[config.mk]
export PLATFORM = sky130hd
export DESIGN_NAME = fetch_ctrl_flat
export DESIGN_NICKNAME = d
export VERILOG_FILES = /design/src/rtl/fetch_ctrl_pkg.sv /design/src/rtl/fetch_ctrl_if.sv /design/src/rtl/fetch_ctrl_sat_counter.sv /design/src/rtl/fetch_ctrl.sv /design/src/flat_wrapper.sv
export SDC_FILE = /design/constraint.sdc
export NUM_CORES = 1
export LEC_CHECK = 0
export CORE_MARGIN = 5
export CORE_UTILIZATION = 40
export DETAILED_ROUTE_END_ITERATION = 16
export PLACE_DENSITY_LB_ADDON = 0.15
export SKIP_LAST_GASP = 1
export SYNTH_ARGS = -nofsm -noshare
export SYNTH_HDL_FRONTEND = slang
export SYNTH_SLANG_ARGS = --single-unit
[constraint.sdc]
create_clock -name clk -period 3.6 [get_ports clk]
set_input_delay 0.54 -clock clk [delete_from_list [all_inputs] [get_ports clk]]
set_output_delay 0.54 -clock clk [all_outputs]
set_load 0.005 [all_outputs]
[src/rtl/fetch_ctrl_pkg.sv]
// Shared types and defaults for the instruction-fetch controller.
// Holds the FSM state encoding, control bundle and parameter defaults.
package fetch_ctrl_pkg;

  localparam int BOOT_CYCLES_DEF = 4;
  localparam int MAX_WAIT_DEF    = 15;
  localparam int STALL_W         = 16;

  typedef enum logic [1:0] {
    BOOT  = 2'b00,
    FETCH = 2'b01,
    WAIT  = 2'b10,
    HALT  = 2'b11
  } state_t;

  typedef struct packed {
    logic pc_write;
    logic pc_sel;
    logic if_id_write;
    logic if_id_flush;
    logic id_ex_flush;
    logic imem_req;
  } ctrl_t;

  function automatic ctrl_t mk_ctrl(
    input logic pw,
    input logic ps,
    input logic iw,
    input logic fi,
    input logic fe,
    input logic rq
  );
    ctrl_t c;
    c.pc_write    = pw;
    c.pc_sel      = ps;
    c.if_id_write = iw;
    c.if_id_flush = fi;
    c.id_ex_flush = fe;
    c.imem_req    = rq;
    return c;
  endfunction

  localparam ctrl_t CTRL_IDLE =
    mk_ctrl(1'b0, 1'b0, 1'b0, 1'b1, 1'b1, 1'b0);
  localparam ctrl_t CTRL_BRANCH =
    mk_ctrl(1'b1, 1'b1, 1'b0, 1'b1, 1'b1, 1'b1);
  localparam ctrl_t CTRL_HAZARD =
    mk_ctrl(1'b0, 1'b0, 1'b0, 1'b0, 1'b1, 1'b1);
  localparam ctrl_t CTRL_NOTRDY =
    mk_ctrl(1'b0, 1'b0, 1'b0, 1'b1, 1'b0, 1'b1);
  localparam ctrl_t CTRL_NORMAL =
    mk_ctrl(1'b1, 1'b0, 1'b1, 1'b0, 1'b0, 1'b1);

endpackage

[src/rtl/fetch_ctrl_if.sv]
// Pipeline <-> fetch controller signal bundle.
// master: pipeline side (drives hazards/ready); slave: fetch_ctrl.
interface fetch_ctrl_if;
  import fetch_ctrl_pkg::*;

  logic               ImemReady;
  logic               LoadUseHazard;
  logic               BranchTaken;
  logic               PcWrite;
  logic               PcSel;
  logic               IfIdWrite;
  logic               IfIdFlush;
  logic               IdExFlush;
  logic               ImemReq;
  logic               Timeout;
  logic [STALL_W-1:0] StallCount;

  modport master (
    output ImemReady,
    output LoadUseHazard,
    output BranchTaken,
    input  PcWrite,
    input  PcSel,
    input  IfIdWrite,
    input  IfIdFlush,
    input  IdExFlush,
    input  ImemReq,
    input  Timeout,
    input  StallCount
  );

  modport slave (
    input  ImemReady,
    input  LoadUseHazard,
    input  BranchTaken,
    output PcWrite,
    output PcSel,
    output IfIdWrite,
    output IfIdFlush,
    output IdExFlush,
    output ImemReq,
    output Timeout,
    output StallCount
  );

endinterface

[src/rtl/fetch_ctrl_sat_counter.sv]
// Saturating up-counter with synchronous clear (clear has priority).
// Ports: clk, rstb, clr, inc -> count.
module sat_counter #(
  parameter int W = 16
) (
  input  logic         clk,
  input  logic         rstb,
  input  logic         clr,
  input  logic         inc,
  output logic [W-1:0] count
);

  always_ff @(posedge clk or negedge rstb) begin
    if (!rstb) begin
      count <= '0;
    end else if (clr) begin
      count <= '0;
    end else if (inc && (count != '1)) begin
      count <= count + W'(1);
    end
  end

endmodule

[src/rtl/fetch_ctrl.sv]
// Instruction-fetch controller: boot delay, stalls, flushes, fetch timeout.
// Ports: clk, rstb, bus (fetch_ctrl_if.slave: hazard/ready in, PC/IF-ID ctl out).
module fetch_ctrl
  import fetch_ctrl_pkg::*;
#(
  parameter int BOOT_CYCLES = BOOT_CYCLES_DEF,
  parameter int MAX_WAIT    = MAX_WAIT_DEF
) (
  input  logic         clk,
  input  logic         rstb,
  fetch_ctrl_if.slave  bus
);

  localparam int WAIT_W = $clog2(MAX_WAIT + 1);

  state_t             state;
  logic [2:0]         boot_cnt;
  logic               timeout;
  logic [WAIT_W-1:0]  wait_cnt;
  logic [STALL_W-1:0] stall_cnt;
  ctrl_t              ctrl;

  logic active;
  logic boot_last;
  logic wait_last;
  logic wait_inc;
  logic wait_clr;
  logic stall_inc;

  assign active    = (state == FETCH) || (state == WAIT);
  assign boot_last = boot_cnt == 3'(BOOT_CYCLES - 1);
  // Next low cycle would make MAX_WAIT consecutive misses.
  assign wait_last = wait_cnt >= WAIT_W'(MAX_WAIT - 1);

  always_ff @(posedge clk or negedge rstb) begin
    if (!rstb) begin
      state    <= BOOT;
      boot_cnt <= '0;
      timeout  <= 1'b0;
    end else begin
      unique case (state)
        BOOT: begin
          if (boot_last) state <= FETCH;
          else boot_cnt <= boot_cnt + 3'd1;
        end
        FETCH: begin
          if (!bus.BranchTaken && !bus.ImemReady)
            state <= WAIT;
        end
        WAIT: begin
          if (bus.BranchTaken || bus.ImemReady) begin
            state <= FETCH;
          end else if (wait_last) begin
            state   <= HALT;
            timeout <= 1'b1;
          end
        end
        HALT: state <= HALT;
      endcase
    end
  end

  // Branch/hazard/ready can coincide, so first match wins.
  always_comb begin
    ctrl = CTRL_IDLE;
    if (active) begin
      priority case (1'b1)
        bus.BranchTaken:   ctrl = CTRL_BRANCH;
        bus.LoadUseHazard: ctrl = CTRL_HAZARD;
        !bus.ImemReady:    ctrl = CTRL_NOTRDY;
        default:           ctrl = CTRL_NORMAL;
      endcase
    end
  end

  // Wait counter is always zero in FETCH, so a miss there yields 1.
  assign wait_inc  = active && !bus.ImemReady && !bus.BranchTaken;
  assign wait_clr  = active && (bus.BranchTaken ||
                     ((state == WAIT) && bus.ImemReady));
  assign stall_inc = active && !ctrl.pc_write;

  sat_counter #(.W(WAIT_W)) u_wait_cnt (
    .clk   (clk),
    .rstb  (rstb),
    .clr   (wait_clr),
    .inc   (wait_inc),
    .count (wait_cnt)
  );

  sat_counter #(.W(STALL_W)) u_stall_cnt (
    .clk   (clk),
    .rstb  (rstb),
    .clr   (1'b0),
    .inc   (stall_inc),
    .count (stall_cnt)
  );

  assign bus.PcWrite    = ctrl.pc_write;
  assign bus.PcSel      = ctrl.pc_sel;
  assign bus.IfIdWrite  = ctrl.if_id_write;
  assign bus.IfIdFlush  = ctrl.if_id_flush;
  assign bus.IdExFlush  = ctrl.id_ex_flush;
  assign bus.ImemReq    = ctrl.imem_req;
  assign bus.Timeout    = timeout;
  assign bus.StallCount = stall_cnt;

endmodule

[src/flat_wrapper.sv]
// flat-port wrapper written by rule: the top's interface ports become plain ports
module fetch_ctrl_flat import fetch_ctrl_pkg::*;
#(
  parameter int BOOT_CYCLES = BOOT_CYCLES_DEF,
  parameter int MAX_WAIT    = MAX_WAIT_DEF
)
  (clk, rstb, bus_ImemReady, bus_LoadUseHazard, bus_BranchTaken, bus_PcWrite, bus_PcSel, bus_IfIdWrite, bus_IfIdFlush, bus_IdExFlush, bus_ImemReq, bus_Timeout, bus_StallCount);
  fetch_ctrl_if bus_i ();
  input  logic clk;
  input  logic rstb;
  input wire logic [$bits(bus_i.ImemReady)-1:0] bus_ImemReady;
  input wire logic [$bits(bus_i.LoadUseHazard)-1:0] bus_LoadUseHazard;
  input wire logic [$bits(bus_i.BranchTaken)-1:0] bus_BranchTaken;
  output wire logic [$bits(bus_i.PcWrite)-1:0] bus_PcWrite;
  output wire logic [$bits(bus_i.PcSel)-1:0] bus_PcSel;
  output wire logic [$bits(bus_i.IfIdWrite)-1:0] bus_IfIdWrite;
  output wire logic [$bits(bus_i.IfIdFlush)-1:0] bus_IfIdFlush;
  output wire logic [$bits(bus_i.IdExFlush)-1:0] bus_IdExFlush;
  output wire logic [$bits(bus_i.ImemReq)-1:0] bus_ImemReq;
  output wire logic [$bits(bus_i.Timeout)-1:0] bus_Timeout;
  output wire logic [$bits(bus_i.StallCount)-1:0] bus_StallCount;
  assign bus_i.ImemReady = bus_ImemReady;
  assign bus_i.LoadUseHazard = bus_LoadUseHazard;
  assign bus_i.BranchTaken = bus_BranchTaken;
  assign bus_PcWrite = bus_i.PcWrite;
  assign bus_PcSel = bus_i.PcSel;
  assign bus_IfIdWrite = bus_i.IfIdWrite;
  assign bus_IfIdFlush = bus_i.IfIdFlush;
  assign bus_IdExFlush = bus_i.IdExFlush;
  assign bus_ImemReq = bus_i.ImemReq;
  assign bus_Timeout = bus_i.Timeout;
  assign bus_StallCount = bus_i.StallCount;
  fetch_ctrl #(.BOOT_CYCLES(BOOT_CYCLES), .MAX_WAIT(MAX_WAIT)) u_core (.clk(clk), .rstb(rstb), .bus(bus_i));
endmodule
==> results of run 1 <==
-- kinds of logic after synthesis --
family / Yosys count
fa+ha+maj: 10
flops: 26
simple gates: 57
compound gates: 12
buf+inv: 7
mux: 3
xor+xnor: 18
-- final cells by class --
type | instances | share of cell area
multi-input combinational | 100 | 0.4171
sequential | 26 | 0.3562
timing repair buffer | 28 | 0.1521
tap | 46 | 0.03151
clock inverter | 1 | 0.01644
inverter | 7 | 0.01438
clock buffer | 3 | 0.01233
-- layer usage --
layer / up-vias / wire, µm
met3: 4 / 132
met4: 0 / 24
met1: 551 / 1298
met5: - / 0
met2: 22 / 1508
li1: 534 / -
-- registers in the layout (all words and copies together) (netlist names) --
register / cells
u_core.state: 2
u_core.boot_cnt: 3
u_core.u_wait_cnt.count: 4
u_core.bus.Timeout: 1
u_core.u_stall_cnt.count: 16
-- report_power, final --
group,internal (mW),switching (mW)
logic,0.00554,0.00963
clock network,0.113,0.0900
registers,0.292,0
total,0.410,0.0997
-- cell usage in the layout (no fill, tap or decap), types with 4 or more instances in the layout --
master | netlist | final
xor2_1 | 16 | 16
nand3_1 | 5 | 5
dfrtp_1 | 26 | 26
nor3_1 | 6 | 6
nand4_1 | 6 | 6
inv_1 | 7 | 7
nand2b_1 | 4 | 4
clkdlybuf4s50_1 | 0 | 27
ha_1 | 10 | 10
o21ai_0 | 5 | 5
nor2_1 | 6 | 6
nand2_1 | 8 | 8
-- metrics by stage --
stage	worst slack, ps	util	hold WS (ps)
after floorplan	1783	-	244.4
after global placement	1034	0.5194	463.3
after detailed placement	986.2	0.5194	466.0
after CTS	758.3	0.5348	502.6
after global routing	570.7	0.5348	506.9
final	771.3	0.5348	496.4
-- worst min path at each step --
stage / startpoint / end / slack [ps] / depth (start not counted)
2_1_floorplan: rstb / u_core.boot_cnt[0] / 240 / 0
3_3_place_gp: u_core.bus.Timeout / u_core.bus.Timeout / 460 / 1
3_5_place_dp: u_core.bus.Timeout / u_core.bus.Timeout / 470 / 1
4_1_cts: u_core.bus.Timeout / u_core.bus.Timeout / 500 / 1
5_1_grt: u_core.bus.Timeout / u_core.bus.Timeout / 510 / 1
6_report: u_core.bus.Timeout / u_core.bus.Timeout / 500 / 1
==> results.cfg, run 1 <==
[hold_path]
holdCritPathClass = reg -> reg

[critical_path]
rrSetupSlack_ps = 1420
reg2reg_depth = 6
path_class = reg -> out
crit_family = buffers and inverters
crit_path_end = bus_IfIdWrite
critPathMaxStageDelay_ps = 510
cp_max_fo = 8
crit_cells = 6
worstPathArrival_ps = 2290
crit_chain = inv_1, ha_1, and2b_1, nand2b_1, nor2_1, clkdlybuf4s50_1
crit_buf_inv = 2
worstSetupStartpointType = flip-flop
required_ps = 3060
reg2reg_to = u_core.u_stall_cnt.count[12]
reg2reg_from = u_core.state[0]
cp_slowest_cell = clkdlybuf4s50_1
endpoint_kind = output port
critPathLaunch = u_core.state[0]

[routing]
detail-route-antenna-nets = 0
vias = 1111
dr.pass1.iters = 4
wl_um = 2963
drt-initial-drc-count = 28
viasPerCell = 5.265
drc = 0
wl_per_cell_um = 14.04

[place]
numPortBuffers = 27
dp_cells = 207
place_congestion = 0.7908
placed_cell_area_um2 = 1774
hpwl_um = 2286

[final_layout]
drive_gt1_frac = 0.09091
finalNonFillerCells = 211
fillCellCount = 309
diodes = 0
seq_area_um2 = 650.6
stdcell_area_um2 = 1827
area_growth_pct = 26.96
finalNetCount = 181
multi_input_comb_area_um2 = 762.0

[yosys]
synth_fa_ha_area_frac = 0.08696
syn_nets = 148
synth_compound_area_frac = 0.05130
synthMuxAreaShare = 0.02522
synthTopCellsByArea = dfrtp_1 45%, xor2_1 9.7%, ha_1 8.7%
synthCells = 133
synth_top_area_share = 0.4522
synth_async_sr_flop_share = 1.000
postSynth.topFlopCell = dfrtp_1
synth_top_family_by_area = simple AND/OR/NAND/NOR gates
yosysUniqueCellTypes = 35
synth_most_common_cell = dfrtp_1
synth_seq_cells = 26
synth_top_cell_by_area = dfrtp_1
syn_avg_cell_area_um2 = 10.82
yosys_warnings = 0
synth_common_cells = 26 x dfrtp_1, 16 x xor2_1, 10 x ha_1
seq_area_frac_synth = 0.4522
syn_area_um2 = 1439
synth_edf_count = 0
synthSimpleGateAreaFrac = 0.2565
synth_xor_xnor_area_share = 0.1096

[sta]
timing.fmax_mhz = 353.5
post-route-period-util = 0.7858
fin_worst_skew_ps = 12.78
tightest_slew_ps = 572.0
relSlewSlack = 0.6158
setup_viol = 0
hold_viol = 0
period_needed_ps = 2829
fin_setup_tns_ps = 0
rsz0062_at_grt = no
drv_slew = 0

[clocking]
clockRootBuffer = clkbuf_4
numClockSinks = 26
path_clk_slew_ps = 150
h-tree-depth = 1
post_cts_resized = 0
cts_tree = done
cts_buffers = 3
cts_hold_buffers = 0
clk-insertion-delay-late_ps = 330
cts_setup_buffers = 0
cts_max_path_buffers = 2

[flow_run]
max-cap-violations = 0

[grt]
grt_pass1_wl_um = 5161
busiest_layer = met2
grt_max_degree = 27
gr-total-overflow = 0
antenna_found_initial = 0
met1_usage = 0.1551
grt_pass1_vias = 1094
gr-usage-met3 = 0.03300
grtUsageTotal = 0.1284
use_met2 = 0.2267

[power_and_ir_drop]
leakagePower_nw = 0.9066
max-vdd-ir-drop_mv = 0.1712
total_power_uw = 509.9
pwr_density_cell_nw_per_um2 = 279.1

[die]
core_area_um2 = 3416
rows = 21
boundaryPins = 28
die_h_um = 69.98
dieArea_um2 = 4897
start_util = 0.4212
chipWidth_um = 69.98

[outcome]
status = finished, final reports clean
No activity file was read; power rests on OpenSTA's default activity.
==> run 2, diff against run 1 <==
==> constraint.sdc (replaced) <==
create_clock -name clk -period 2.3 [get_ports clk]
set_input_delay 0.345 -clock clk [delete_from_list [all_inputs] [get_ports clk]]
set_output_delay 0.345 -clock clk [all_outputs]
set_load 0.005 [all_outputs]
==> run 2 against run 1 <==
Non-clock buffer count rose by 10. Worst setup slack got worse by 670 ps. Final cell count rose by 4.7%. Clock skew fell by 9.9 ps. Routed wire length rose by 5.4%. Sequential cell count did not move. Design area rose by 4.0%. First-iteration DRC count rose by 82%. Via count rose by 0.90%. Die area did not move. Critical path depth fell by 1. Clock-buffer cell count rose by 1.
==> results.cfg, run 2 (synthesis gave the netlist of run 1 again) <==
[critical_path]
worstPathArrival_ps = 1850
path_class = reg -> out
required_ps = 1960
reg2reg_to = u_core.u_stall_cnt.count[1]
rrSetupSlack_ps = 370
reg2reg_from = u_core.u_stall_cnt.count[0]
worstSetupStartpointType = flip-flop
cp_max_fo = 5
reg2reg_depth = 5
endpoint_kind = output port

[die]
dieArea_um2 = 4897
chipWidth_um = 69.98
boundaryPins = 28
rows = 21
start_util = 0.4212
die_h_um = 69.98
core_area_um2 = 3416

[sta]
setup_viol = 0
drv_slew = 0
relSlewSlack = 0.6164
timing.fmax_mhz = 454.9
fin_worst_skew_ps = 2.875
post-route-period-util = 0.9558
rsz0062_at_grt = no
tightest_slew_ps = 571.1
hold_viol = 0
period_needed_ps = 2198
fin_setup_tns_ps = 0

[grt]
antenna_found_initial = 0
grt_max_degree = 27
grtUsageTotal = 0.1400
gr-total-overflow = 0
grt_pass1_vias = 1217
grt_pass1_wl_um = 5699

[place]
numPortBuffers = 27
hpwl_um = 2430
place_congestion = 0.7696

[final_layout]
diodes = 0
fillCellCount = 330
drive_gt1_frac = 0.1600
finalNetCount = 191
area_growth_pct = 32.09
largest_reg_flops = 16
top_regs = u_core.u_stall_cnt.count x16, u_core.u_wait_cnt.count x4, u_core.boot_cnt x3
layout_common_cells = 26 x clkdlybuf4s50_1, 26 x dfrtp_1, 16 x xor2_1, 11 x buf_4, 9 x ha_1
regMostFlops = u_core.u_stall_cnt.count

[power_and_ir_drop]
leakagePower_nw = 0.9577
max-vdd-ir-drop_mv = 0.1986
pwr_density_cell_nw_per_um2 = 373.3
total_power_uw = 709.4

[flow_run]
max-cap-violations = 0

[clocking]
numClockSinks = 26
cts_hold_buffers = 0
cts_buffers = 3
clockRootBuffer = clkbuf_4
h-tree-depth = 1
cts_max_path_buffers = 2
path_clk_slew_ps = 130
clk-insertion-delay-late_ps = 310
cts_tree = done

[outcome]
status = finished, final reports clean

[routing]
viasPerCell = 5.072
wl_um = 3122
dr.pass1.iters = 3
drc = 0
detail-route-antenna-nets = 0
vias = 1121
drt-initial-drc-count = 51
wl_per_cell_um = 14.13

[hold_path]
holdCritPathClass = in -> async
[run 2: worst max-delay path by stage]
stage,start,to,cells after the start
6_report,u_core.state[1],bus_IfIdFlush,5
3_3_place_gp,bus_BranchTaken,bus_IfIdWrite,5
5_1_grt,u_core.state[1],bus_IdExFlush,5
4_1_cts,u_core.state[0],bus_IfIdWrite,6
3_5_place_dp,u_core.state[0],bus_IfIdWrite,6
2_1_floorplan,u_core.state[0],u_core.u_stall_cnt.count[1],6
[run 2: routing by layer]
metal,wire length (µm),up-vias,GRT usage,part of all wire
met5,0,-,0,0
met4,26,0,0.03830,0.0083
met3,78,4,0.02296,0.025
met2,1607,14,0.2413,0.51
met1,1410,547,0.1808,0.45
li1,-,556,-,-
[run 2: where the power goes]
part           internal, mW  leakage, nW  switching, mW
clock network        0.0966       0.0210          0.128
registers             0.457        0.348              0
logic                0.0119        0.589         0.0160
[run 2: cell type report]
type / count / area (µm²) / share of cell area
well taps: 46 / 57.56 / 0.03028
multi-input cells: 100 / 774.5 / 0.4075
inverters: 7 / 26.28 / 0.01382
clock buffers: 4 / 36.28 / 0.01909
flip-flops and latches: 26 / 650.6 / 0.3423
repair buffers: 38 / 355.3 / 0.1870
[run 2: per-stage QoR]
step | std cells | hold slack (ps) | setup slack, ps | util | instance area, µm²
2_1_floorplan | 133 | 49.41 | 510.0 | - | 1439
3_3_place_gp | 211 | 461.9 | 205.5 | 0.5282 | 1804
3_5_place_dp | 211 | 465.2 | 149.6 | 0.5282 | 1804
4_1_cts | 219 | 389.2 | 27.02 | 0.5513 | 1883
5_1_grt | 221 | 403.5 | 15.24 | 0.5564 | 1901
6_report | 221 | 389.5 | 101.7 | 0.5564 | 1901
[run 2: repair_timing]
action	CTS	global route
gates resized for setup	3	2
endpoints found under the hold margin	0	0
pin swaps	1	0
endpoints found under the setup margin	4	2
cloned	0	0
buffers inserted	4	2
[run 2: critical path: stages (launching register included)]
cell	delay, ps
dfrtp_1	420
inv_2	120
ha_4	220
and2b_1	180
o21ai_0	70
clkdlybuf4s50_1	530
